**config.mk**
```make
export PLATFORM = sky130hd
export DESIGN_NAME = obi_arbiter
export DESIGN_NICKNAME = d
export VERILOG_FILES = /design/src/rtl/obi_arb_pkg.sv /design/src/rtl/obi_id_fifo.sv /design/src/rtl/obi_arbiter.sv
export SDC_FILE = /design/constraint.sdc
export NUM_CORES = 1
export LEC_CHECK = 0
export CELL_PAD_IN_SITES_DETAIL_PLACEMENT = 1
export CELL_PAD_IN_SITES_GLOBAL_PLACEMENT = 1
export CORE_AREA = 2 2 124 126
export DETAILED_ROUTE_END_ITERATION = 8
export DIE_AREA = 0 0 126 128
export HOLD_SLACK_MARGIN = 0.03
export PLACE_DENSITY = 0.83
export SYNTH_ARGS = -nofsm -noshare
export SYNTH_HDL_FRONTEND = slang
export SYNTH_HIERARCHICAL = 1
export SYNTH_SLANG_ARGS = --single-unit
```
**constraint.sdc**
```tcl
create_clock -name clk_i -period 7.15 [get_ports clk_i]
set_input_delay 1.7875 -clock clk_i [delete_from_list [all_inputs] [get_ports clk_i]]
set_output_delay 1.7875 -clock clk_i [all_outputs]
set_load 0.01 [all_outputs]
```
**src/rtl/obi_arb_pkg.sv**
```systemverilog
// Shared constants and the round-robin pick function for the OBI arbiter.
package obi_arb_pkg;

    localparam int unsigned N_MST_DEF   = 2;
    localparam int unsigned ADDR_W_DEF  = 32;
    localparam int unsigned DATA_W_DEF  = 32;
    localparam int unsigned MAX_OUT_DEF = 4;
    localparam int unsigned MAX_MST     = 8;
    localparam int unsigned MST_IDX_W   = 3;

    // First requesting master at or after ptr, scanning upward modulo n_mst.
    function automatic logic [MST_IDX_W-1:0] rr_pick(
        input logic [MAX_MST-1:0]   req,
        input logic [MST_IDX_W-1:0] ptr,
        input int unsigned          n_mst
    );
        logic        found;
        int unsigned idx;
        found   = 1'b0;
        rr_pick = ptr;
        for (int unsigned i = 0; i < MAX_MST; i++) begin
            idx = (32'(ptr) + i) % n_mst;
            if (!found && (i < n_mst) && req[MST_IDX_W'(idx)]) begin
                found   = 1'b1;
                rr_pick = MST_IDX_W'(idx);
            end
        end
    endfunction

endpackage

```
**src/rtl/obi_id_fifo.sv**
```systemverilog
// In-order response-ID FIFO; full/empty derived from the occupancy count.
module obi_id_fifo #(
    parameter int unsigned ID_W  = 1,
    parameter int unsigned DEPTH = 4
) (
    input  logic                       clk_i,
    input  logic                       rst_ni,
    input  logic                       push_i,
    input  logic [ID_W-1:0]            id_i,
    input  logic                       pop_i,
    output logic [ID_W-1:0]            id_o,
    output logic                       full_o,
    output logic                       empty_o,
    output logic [$clog2(DEPTH):0]     count_o
);

    localparam int unsigned PTR_W = $clog2(DEPTH);
    localparam int unsigned CNT_W = PTR_W + 1;

    logic [ID_W-1:0]  mem_q [DEPTH];
    logic [ID_W-1:0]  mem_d [DEPTH];
    logic [PTR_W-1:0] wptr_q, wptr_d, rptr_q, rptr_d;
    logic [CNT_W-1:0] count_q, count_d;
    logic             do_push, do_pop;

    always_comb begin
        mem_d   = mem_q;
        wptr_d  = wptr_q;
        rptr_d  = rptr_q;
        count_d = count_q;
        full_o  = (count_q == CNT_W'(DEPTH));
        empty_o = (count_q == '0);
        id_o    = mem_q[rptr_q];
        count_o = count_q;
        do_push = push_i && !full_o;
        do_pop  = pop_i && !empty_o;
        if (do_push) begin
            mem_d[wptr_q] = id_i;
            wptr_d        = wptr_q + PTR_W'(1);
        end
        if (do_pop) begin
            rptr_d = rptr_q + PTR_W'(1);
        end
        case ({do_push, do_pop})
            2'b10:   count_d = count_q + CNT_W'(1);
            2'b01:   count_d = count_q - CNT_W'(1);
            default: count_d = count_q;
        endcase
    end

    always_ff @(posedge clk_i) begin
        if (!rst_ni) begin
            wptr_q  <= '0;
            rptr_q  <= '0;
            count_q <= '0;
        end else begin
            wptr_q  <= wptr_d;
            rptr_q  <= rptr_d;
            count_q <= count_d;
        end
    end

    // Storage needs no reset: entries are only read when the count says valid.
    always_ff @(posedge clk_i) begin
        mem_q <= mem_d;
    end

endmodule

```
**src/rtl/obi_arbiter.sv**
```systemverilog
// N-to-1 round-robin OBI arbiter with request lock and in-order response routing.
module obi_arbiter
    import obi_arb_pkg::*;
#(
    parameter int unsigned N_MST   = N_MST_DEF,
    parameter int unsigned ADDR_W  = ADDR_W_DEF,
    parameter int unsigned DATA_W  = DATA_W_DEF,
    parameter int unsigned MAX_OUT = MAX_OUT_DEF
) (
    input  logic                               clk_i,
    input  logic                               rst_ni,
    input  logic [N_MST-1:0]                   m_req_i,
    output logic [N_MST-1:0]                   m_gnt_o,
    input  logic [N_MST-1:0][ADDR_W-1:0]       m_addr_i,
    input  logic [N_MST-1:0]                   m_we_i,
    input  logic [N_MST-1:0][DATA_W/8-1:0]     m_be_i,
    input  logic [N_MST-1:0][DATA_W-1:0]       m_wdata_i,
    output logic [N_MST-1:0]                   m_rvalid_o,
    output logic [N_MST-1:0][DATA_W-1:0]       m_rdata_o,
    output logic                               s_req_o,
    input  logic                               s_gnt_i,
    output logic [ADDR_W-1:0]                  s_addr_o,
    output logic                               s_we_o,
    output logic [DATA_W/8-1:0]                s_be_o,
    output logic [DATA_W-1:0]                  s_wdata_o,
    input  logic                               s_rvalid_i,
    input  logic [DATA_W-1:0]                  s_rdata_i,
    output logic [$clog2(MAX_OUT):0]           outstanding_o,
    output logic                               err_o
);

    localparam int unsigned IDX_W = $clog2(N_MST);
    localparam int unsigned CNT_W = $clog2(MAX_OUT) + 1;

    logic [IDX_W-1:0]   rr_ptr_q, rr_ptr_d, lock_idx_q, lock_idx_d;
    logic [IDX_W-1:0]   winner_c, head_id;
    logic               lock_q, lock_d, err_q, err_d;
    logic               fifo_full, fifo_empty, hs, pop;
    logic [CNT_W-1:0]   fifo_count;
    logic [MAX_MST-1:0] req_ext;

    always_comb begin
        req_ext             = '0;
        req_ext[N_MST-1:0]  = m_req_i;
        winner_c   = lock_q ? lock_idx_q
                            : IDX_W'(rr_pick(req_ext, MST_IDX_W'(rr_ptr_q), N_MST));
        s_req_o    = rst_ni && !fifo_full && (lock_q || (|m_req_i));
        hs         = s_req_o && s_gnt_i;
        pop        = rst_ni && s_rvalid_i && !fifo_empty;
        m_gnt_o    = '0;
        m_rvalid_o = '0;
        m_rdata_o  = '0;
        s_addr_o   = '0;
        s_we_o     = 1'b0;
        s_be_o     = '0;
        s_wdata_o  = '0;
        for (int unsigned i = 0; i < N_MST; i++) begin
            if (winner_c == IDX_W'(i)) begin
                m_gnt_o[i] = hs;
                s_addr_o   = m_addr_i[i];
                s_we_o     = m_we_i[i];
                s_be_o     = m_be_i[i];
                s_wdata_o  = m_wdata_i[i];
            end
            if (head_id == IDX_W'(i)) begin
                m_rvalid_o[i] = pop;
            end
            m_rdata_o[i] = s_rdata_i;
        end
        rr_ptr_d = rr_ptr_q;
        if (hs) begin
            rr_ptr_d = (winner_c == IDX_W'(N_MST - 1)) ? '0 : winner_c + IDX_W'(1);
        end
        // Stalled request keeps its winner until the downstream grant arrives.
        lock_d        = s_req_o && !s_gnt_i;
        lock_idx_d    = winner_c;
        err_d         = err_q || (s_rvalid_i && fifo_empty);
        err_o         = err_q;
        outstanding_o = fifo_count;
    end

    always_ff @(posedge clk_i) begin
        if (!rst_ni) begin
            rr_ptr_q   <= '0;
            lock_q     <= 1'b0;
            lock_idx_q <= '0;
            err_q      <= 1'b0;
        end else begin
            rr_ptr_q   <= rr_ptr_d;
            lock_q     <= lock_d;
            lock_idx_q <= lock_idx_d;
            err_q      <= err_d;
        end
    end

    obi_id_fifo #(
        .ID_W  (IDX_W),
        .DEPTH (MAX_OUT)
    ) u_id_fifo (
        .clk_i   (clk_i),
        .rst_ni  (rst_ni),
        .push_i  (hs),
        .id_i    (winner_c),
        .pop_i   (pop),
        .id_o    (head_id),
        .full_o  (fifo_full),
        .empty_o (fifo_empty),
        .count_o (fifo_count)
    );

endmodule
```
==> qor.csv, run 1 <==
metric,value,unit
routed-wl-met3,1382,µm
dieWidth,126,µm
ys_seq_area_share,13.90,%
syn_nets,405,
core_area,14860,µm²
gr-total-overflow,0,
antennaDiodeCount,0,
routed_via_density,3.874,
drive_gt1_share,21.28,%
period_needed,6.105,ns
synth_area,2449,µm²
min_period_over_period,85.39,%
ys.flop_type,dfxtp_1,
p_leak,1.825,nW
dieHeight,128,µm
gp_congestion,0.8206,
finalSetupViolCount,0,
setup.reg_to_reg.worst_slack,4.39,ns
worstMarginPinSlew,0.6448,ns
ys_ff_latch,15,
drtPass1Iterations,4,
clk_path_buf_depth,2,
yosysUniqueCellTypes,32,
worstSetupPathType,primary input to primary output,
crit_fanout,44,
synth_area_per_cell,10.98,µm²
post_cts_buffers,0,
routed_wl,11080,µm
initial_core_util,16.47,%
drcViolationCount,0,
cts_tree,built,
irDropWorstVdd,71.02,µV
grt_pass1_wl,15550,µm
wl_met2,5362,µm
status,"finished, final reports clean",
grt_setup_unrepaired,no,
insertion_delay,0.25,ns
synth_edf_count,4,
numPortBuffers,221,
dp_cells,560,
powerDensity,128.0,nW/µm²
drv_slew,0,
maxSlewHeadroom,57.01,%
hold_class,flip-flop to flip-flop,
fin_cells,564,
cts-resized-gates,0,
cp.required,5.36,ns
syn_inst,223,
tns,0,ns
cts-root-buf,clkbuf_16,
cp-end-kind,primary output,
area_growth,78.23,%
drtIter0Drc,49,
cts_buffers,3,
hold_buffers,0,
fin_skew,0.001735,ns
finalHoldViolCount,0,
cts_sinks,15,
clock.fmax,163.8,MHz
maxCapViolations,0,
grt_pass1_vias,2428,
ys_warn_count,6,
clk_pin_slew_worst_paths,0.05,ns
htreeDepth,1,
wl_met1,4285,µm
antenna_left,0,
start_kind,primary input,
grt_usage,12.63,%
min_path_cells,2,
r2r_cells,12,
critPathArrivalTime,4.32,ns
highest_layer,met4,
ys_async_sr_fraction,0,%
grt_max_degree,45,
antenna_found_initial,1,
dp_hpwl,9406,µm
num_rows,45,
ios,318,
final_nets,559,
die-area,16130,µm²
wire_per_inst,19.65,µm
vias,2185,
where the power goes:
group	internal (mW)	switching, mW
logic	0.233	0.121
clock network	0.0747	0.0345
registers	0.0923	0.00369
worst paths after layout:
check | from | endpoint
max reg2reg | u_id_fifo/count_o[2]$_SDFFE_PN0P_ | u_id_fifo/count_o[2]$_SDFFE_PN0P_
min | rr_ptr_q$_SDFFE_PN0P_ | rr_ptr_q$_SDFFE_PN0P_
min reg2reg | rr_ptr_q$_SDFFE_PN0P_ | rr_ptr_q$_SDFFE_PN0P_
max | m_req_i[0] | s_wdata_o[26]
flip-flops by register name, indices dropped and copies added (netlist names):
| register | flops |
|---|---|
| lock_q | 1 |
| u_id_fifo/wptr_q | 2 |
| rr_ptr_q | 1 |
| u_id_fifo/count_o | 3 |
| err_o | 1 |
| lock_idx_q | 1 |
| u_id_fifo/mem_q | 4 |
| u_id_fifo/rptr_q | 2 |
synth_stat cells, types with 3 or more instances:
master,instances,share of area [%]
and2_1,8,2.0
buf_12,7,5.7
buf_4,64,20
dfxtp_1,11,9.0
edfxtp_1,4,4.9
ha_1,5,2.6
inv_1,7,1.1
mux2_4,68,42
mux2i_1,3,1.2
nand2_1,11,1.7
nor2_1,4,0.61
nor2b_1,4,1.0
o21ai_0,3,0.61
critical path, stage by stage:
cell and delay (ns):
clkdlybuf4s50_1 0.49, inv_1 0.06, a21oi_1 0.12, o31a_2 0.58
buf_12 0.38, mux2_4 0.35, clkdlybuf4s50_1 0.50
logic make-up after synthesis:
group	count (synthesis)	share of synthesized area [%]
AO/OA/AOI/OAI	9	2.197
XOR/XNOR	2	0.7155
multiplexers	73	44.30
AND/OR/NAND/NOR	35	7.971
adder cells (fa/ha/maj)	6	3.373
flip-flops	15	13.90
buffers and inverters	83	27.54
routing by layer:
layer | track usage, % | vias to the layer above
met1 | 14.66 | 995
met5 | 0 | -
met3 | 6.636 | 5
met2 | 21.35 | 190
li1 | - | 995
met4 | 1.551 | 0
cell type report:
cell class / count / area [µm²]
flip-flops and latches: 15 / 340.3
clock buffers: 3 / 75.07
inverters: 9 / 33.78
fillers: 1686 / 10500
repair buffers: 223 / 2240
well taps: 188 / 235.2
clock inverters: 1 / 5.005
multi-input cells: 125 / 1435
cells in the final DEF (no fill, tap or decap), drive strengths merged:
cell type / count
inv: 9
ha: 5
nand4bb: 1
clkinv: 1
a21oi: 2
mux2: 69
a21boi: 2
dfxtp: 11
buf: 2
or3: 2
fa: 1
clkdlybuf4s50: 221
o21ai: 4
xnor2: 1
clkbuf: 3
and2: 8
mux4: 1
nor3b: 2
nor2: 4
o31a: 1
nor3: 3
nor2b: 4
xor2: 1
mux2i: 3
nand2: 11
edfxtp: 4
per-stage QoR:
| step | instance area (µm²) | setup WS (ns) | utilization [%] | total power, mW | hold WS (ns) |
|---|---|---|---|---|---|
| 6_report | 4364 | 1.045 | 29.36 | 0.5586 | 0.4899 |
| 5_1_grt | 4364 | 0.9165 | 29.36 | 0.5820 | 0.5125 |
| 4_1_cts | 4364 | 1.041 | 29.36 | 0.5651 | 0.4993 |
| 3_5_place_dp | 4284 | 1.050 | 28.82 | 0.4514 | 0.4869 |
| 3_3_place_gp | 4284 | 1.064 | 28.82 | 0.4454 | 0.4741 |
| 2_1_floorplan | 2449 | 2.578 | - | 0.3071 | 0.4382 |
No activity file was read; power rests on OpenSTA's default activity.
==> run 2, diff against run 1 <==
--- a/config.mk
+++ b/config.mk
@@ -7,11 +7,12 @@
 export LEC_CHECK = 0
 export CELL_PAD_IN_SITES_DETAIL_PLACEMENT = 1
 export CELL_PAD_IN_SITES_GLOBAL_PLACEMENT = 1
-export CORE_AREA = 2 2 124 126
+export CORE_MARGIN = 4
+export CORE_UTILIZATION = 18
+export CTS_CLUSTER_SIZE = 30
 export DETAILED_ROUTE_END_ITERATION = 8
-export DIE_AREA = 0 0 126 128
 export HOLD_SLACK_MARGIN = 0.03
-export PLACE_DENSITY = 0.83
+export PLACE_DENSITY = 0.89
 export SYNTH_ARGS = -nofsm -noshare
 export SYNTH_HDL_FRONTEND = slang
 export SYNTH_HIERARCHICAL = 1
==> qor.csv, run 2 (same netlist as run 1, synthesis figures left out) <==
metric,value,unit,change
numPortBuffers,221,,unchanged
critPathArrivalTime,4.33,ns,about the same
drive_gt1_share,21.22,%,-0.056 points
r2r_cells,12,,unchanged
layout_common_cells,"clkdlybuf4s50_1 (221), mux2_4 (68), nand2_1 (11), dfxtp_1 (11), and2_1 (8)",,
dp_cells,549,,-2.0%
powerDensity,127.7,nW/µm²,-0.27%
gp_congestion,0.8782,,+7.0%
hold_ws,0.4745,ns,-0.01536 ns
antenna_found_initial,0,,-1
irDropWorstVdd,75.57,µV,+6.4%
routed_via_density,3.924,,+1.3%
finalHoldViolCount,0,,unchanged
worst_hold_startpoint,rr_ptr_q$_SDFFE_PN0P_,,
r2r_end,u_id_fifo/count_o[2]$_SDFFE_PN0P_,,
p_total,556.0,µW,-0.47%
cts-resized-gates,0,,unchanged
area_growth,77.87,%,
p_sw_share,27.88,%,-0.57 points
htreeDepth,1,,unchanged
crit_fanout,38,,-14%
tns,0,ns,unchanged
setup_slack,1.032,ns,-0.01263 ns
worstMarginPinSlew,0.6948,ns,+0.04996 ns
worstSetupPathType,primary input to primary output,,
cts-root-buf,clkbuf_16,,
post_cts_buffers,0,,unchanged
r2r-start,u_id_fifo/count_o[0]$_SDFFE_PN0P_,,
fin_skew,0.0005319,ns,-0.001203 ns
final_common_cell,clkdlybuf4s50_1,,
switchingPower,155.0,µW,-2.5%
grt_setup_unrepaired,no,,
drv_slew,0,,unchanged
drcViolationCount,0,,unchanged
wire_per_inst,19.53,µm,-0.61%
hold_class,flip-flop to flip-flop,,
clk_pin_slew_worst_paths,0.05,ns,about the same
cts_sinks,15,,unchanged
largest_register_ffs,4,,unchanged
dieHeight,124.6,µm,-2.6%
grt_max_degree,39,,-13%
min_to,rr_ptr_q$_SDFFE_PN0P_,,
cts_buffers,3,,unchanged
cts_tree,built,,
dp_hpwl,9385,µm,-0.22%
clk_path_buf_depth,2,,unchanged
status,"finished, final reports clean",,
grt_pass1_wl,16250,µm,+4.5%
drtIter0Drc,49,,unchanged
min_path_cells,2,,unchanged
initial_core_util,18.42,%,+1.9 points
pwr-share-clk,19.3,%,-0.2 points
cpPeakStageDelay,0.62,ns,+0.04 ns
ios,318,,unchanged
cp.required,5.36,ns,about the same
antennaDiodeCount,0,,unchanged
vias,2170,,-0.69%
p_comb_share,63.4,%,about the same
period_needed,6.118,ns,+0.01263 ns
final_nets,560,,+0.18%
setup.reg_to_reg.worst_slack,4.32,ns,-0.07 ns
die-area,15530,µm²,-3.7%
num_rows,42,,-6.7%
p_leak,1.827,nW,about the same
clock.fmax,163.5,MHz,-0.21%
drtPass1Iterations,2,,-2
routed_wl,10800,µm,-2.5%
regMostFlops,u_id_fifo/mem_q,,
core_area,13300,µm²,-11%
place_ws,1.006,ns,-0.04384 ns
min_period_over_period,85.56,%,+0.18 points
internal_power,401.0,µW,+0.33%
p_seq_share,17.3,%,about the same
slowest_stage,o31a_2,,
hold_buffers,0,,unchanged
cp-end-kind,primary output,,
maxSlewHeadroom,53.68,%,-3.3 points
grt_usage,13.26,%,+0.63 points
antenna_left,0,,unchanged
maxCapViolations,0,,unchanged
insertion_delay,0.24,ns,about the same
cp_cell_sequence,clkdlybuf4s50_1 -> inv_1 -> a21oi_1 -> o31a_2 -> buf_12 -> mux2_4 -> clkdlybuf4s50_1,,
startpoint,m_req_i[0],,
gr-total-overflow,0,,unchanged
start_kind,primary input,,
grt_pass1_vias,2476,,+2.0%
dieWidth,124.6,µm,-1.1%
finalSetupViolCount,0,,unchanged
crit_path_frequent_cell,clkdlybuf4s50_1,,
fin_cells,553,,-2.0%
-- run 2: cell types whose count changed in the layout (fill, tap and decap cells not counted), sizes merged --
cell | previous run | this run
clkinv | 1 | 0
clkbuf | 3 | 4
buf | 2 | 3
-- run 2: critical path, delay by kind of cell --
| family | cells | cell delay (ns) |
|---|---|---|
| buffers and inverters | 4 | 1.41 |
| AOI/OAI and AO/OA | 2 | 0.75 |
| muxes | 1 | 0.34 |
-- run 2: power by group through the flow --
stage / clock network (mW) / registers (mW) / logic, mW
after floorplan: 0 / 0.0973 / 0.210
after global placement: 0 / 0.0972 / 0.347
after detailed placement: 0 / 0.0978 / 0.354
after CTS: 0.112 / 0.0961 / 0.357
after global routing: 0.116 / 0.0966 / 0.370
final: 0.108 / 0.0961 / 0.352
-- run 2: layout make-up --
type	instances	area, µm²
Timing Repair Buffer	224	2247
Multi-Input combinational cell	125	1435
Sequential cell	15	340.3
Clock buffer	4	78.83
Tap cell	176	220.2
Inverter	9	33.78
Fill cell	1488	8940
-- run 2: worst max-delay path by stage --
| stage | end | depth (start not counted) |
|---|---|---|
| 2_1_floorplan | s_addr_o[0] | 6 |
| 3_3_place_gp | s_addr_o[30] | 7 |
| 3_5_place_dp | s_addr_o[30] | 7 |
| 4_1_cts | s_addr_o[30] | 7 |
| 5_1_grt | s_addr_o[29] | 7 |
| 6_report | s_addr_o[29] | 7 |
-- run 2: metrics by stage --
step           instance area (µm²)  util, %
2_1_floorplan                 2449        -
3_3_place_gp                  4277    32.17
3_5_place_dp                  4277    32.17
4_1_cts                       4355    32.76
5_1_grt                       4355    32.76
6_report                      4355    32.76
-- run 2: routing by layer --
metal / up-vias / GRT usage [%] / wire length (µm)
met5: - / 0 / 0
met4: 0 / 1.354 / 40
met3: 5 / 6.904 / 1245
met2: 172 / 22.68 / 5260
met1: 995 / 15.27 / 4254
li1: 998 / - / -
==> run 3, diff against run 2 <==
--- a/config.mk
+++ b/config.mk
@@ -17,3 +17,4 @@
 export SYNTH_HDL_FRONTEND = slang
 export SYNTH_HIERARCHICAL = 1
 export SYNTH_SLANG_ARGS = --single-unit
+export TNS_END_PERCENT = 20
==> constraint.sdc (replaced) <==
create_clock -name clk_i -period 7.3 [get_ports clk_i]
set_input_delay 1.825 -clock clk_i [delete_from_list [all_inputs] [get_ports clk_i]]
set_output_delay 1.825 -clock clk_i [all_outputs]
set_load 0.01 [all_outputs]
==> qor.csv, run 3 (same netlist as run 1, synthesis figures left out) <==
metric,value,unit,change
worst_hold_startpoint,rr_ptr_q$_SDFFE_PN0P_,,
dieHeight,124.6,µm,unchanged
crit_family,buffers and inverters,,
routed_via_density,3.875,,-1.2%
final_nets,560,,unchanged
status,"finished, final reports clean",,
hold_buffers,0,,unchanged
dp_hpwl,9225,µm,-1.7%
fill_cells,1497,,+0.60%
antennaDiodeCount,0,,unchanged
insertion_delay,0.24,ns,about the same
area_growth,77.87,%,unchanged
cts-resized-gates,0,,unchanged
grt_pass1_vias,2447,,-1.2%
maxCapViolations,0,,unchanged
cp.required,5.48,ns,+0.12 ns
grtUsageMet2,21.41,%,-1.3 points
irDropWorstVdd,93.47,µV,+24%
cts_buffers,3,,unchanged
grt_setup_unrepaired,no,,
p_leak,1.827,nW,unchanged
drcViolationCount,0,,unchanged
critPathArrivalTime,4.34,ns,about the same
clock.fmax,162.2,MHz,
htreeDepth,1,,unchanged
die-area,15530,µm²,unchanged
antenna_found_initial,0,,unchanged
slowest_stage,o31a_2,,
grt_usage,12.88,%,-0.38 points
fin_skew,0.0005474,ns,+0.00001546 ns
gp_congestion,0.8874,,+1.0%
dpl_cell_area,4277,µm²,unchanged
p_total,539.6,µW,-2.9%
worstMarginPinSlew,0.7239,ns,+0.02911 ns
period_needed,6.165,ns,
cp.buffers_inverters,4,,unchanged
dieWidth,124.6,µm,unchanged
setup.reg_to_reg.worst_slack,4.57,ns,+0.25 ns
fin_area,4355,µm²,unchanged
crit_path_frequent_cell,clkdlybuf4s50_1,,
layout_common_cells,"clkdlybuf4s50_1 (221), mux2_4 (68), nand2_1 (11), dfxtp_1 (11), and2_1 (8)",,
cts_sinks,15,,unchanged
final_common_cell,clkdlybuf4s50_1,,
crit_fanout,33,,-13%
top_usage_layer,met2,,
maxSlewHeadroom,51.74,%,-1.9 points
gr-usage-met1,14.88,%,-0.39 points
powerDensity,123.9,nW/µm²,-2.9%
cpPeakStageDelay,0.64,ns,+0.02 ns
wire_per_inst,19.17,µm,-1.9%
routed_wl,10600,µm,-1.9%
regMostFlops,u_id_fifo/mem_q,,
drv_slew,0,,unchanged
grt_max_degree,34,,-13%
cts-root-buf,clkbuf_16,,
post_cts_buffers,0,,unchanged
start_kind,primary input,,
finalSetupViolCount,0,,unchanged
vias,2143,,-1.2%
drtIter0Drc,50,,+2.0%
grt_pass1_wl,15870,µm,-2.3%
grt_use_met3,6.947,%,+0.043 points
num_rows,42,,unchanged
clk_pin_slew_worst_paths,0.04,ns,about the same
ios,318,,unchanged
cp-end-kind,primary output,,
final_core_util,32.76,%,unchanged
drive_gt1_share,21.22,%,unchanged
finalHoldViolCount,0,,unchanged
cp_cell_sequence,clkdlybuf4s50_1 -> inv_1 -> a21oi_1 -> o31a_2 -> buf_12 -> mux2_4 -> clkdlybuf4s50_1,,
min_period_over_period,84.46,%,
initial_core_util,18.42,%,unchanged
largest_register_ffs,4,,unchanged
cts_tree,built,,
antenna_left,0,,unchanged
core_area,13300,µm²,unchanged
tns,0,ns,unchanged
hold_class,flip-flop to flip-flop,,
drtPass1Iterations,3,,+1
clk_path_buf_depth,2,,unchanged
r2r-start,u_id_fifo/count_o[0]$_SDFFE_PN0P_,,
numPortBuffers,221,,unchanged
gr-total-overflow,0,,unchanged
startpoint,m_req_i[0],,
worstSetupPathType,primary input to primary output,,
hold_ws,0.4686,ns,-0.005922 ns
## run 3: per-layer routing
layer / vias up / wire (µm)
met2: 170 / 5065
met1: 972 / 4158
met3: 4 / 1329
li1: 997 / -
met4: 0 / 45
met5: - / 0
## run 3: cell type report
| cell class | instances | area, µm² | area share, % |
|---|---|---|---|
| repair buffers | 224 | 2247 | 51.59 |
| multi-input cells | 125 | 1435 | 32.95 |
| flip-flops and latches | 15 | 340.3 | 7.814 |
| well taps | 176 | 220.2 | 5.056 |
| clock buffers | 4 | 78.83 | 1.810 |
| inverters | 9 | 33.78 | 0.7756 |
## run 3: where the power goes
group / internal (mW) / total, mW / switching [mW]
Clock: 0.0735 / 0.102 / 0.0285
Combinational: 0.229 / 0.344 / 0.115
Sequential: 0.0905 / 0.0939 / 0.00349
Total: 0.392 / 0.540 / 0.147
## run 3: worst paths after layout
check,cells after the start,to
setup / recovery,7,s_addr_o[30]
hold / removal,2,rr_ptr_q$_SDFFE_PN0P_
setup reg to reg,12,u_id_fifo/count_o[2]$_SDFFE_PN0P_
hold reg to reg,2,rr_ptr_q$_SDFFE_PN0P_
## run 3: worst register-to-register path, stage by stage (launching register included)
cell and delay, ns:
dfxtp_1 0.44, nor3b_2 0.10, nor3b_1 0.31, nand2_1 0.19, inv_1 0.09, nor2b_1 0.45
inv_2 0.05, ha_1 0.24, inv_1 0.07, fa_1 0.17, xor2_1 0.08, or3_1 0.31
a21boi_1 0.16
## run 3: stage by stage
step | instances | worst slack [ns]
floorplan | 223 | 2.653
global placement | 549 | 1.131
detailed placement | 549 | 1.097
CTS | 553 | 1.101
global route | 553 | 0.9681
finish | 553 | 1.135
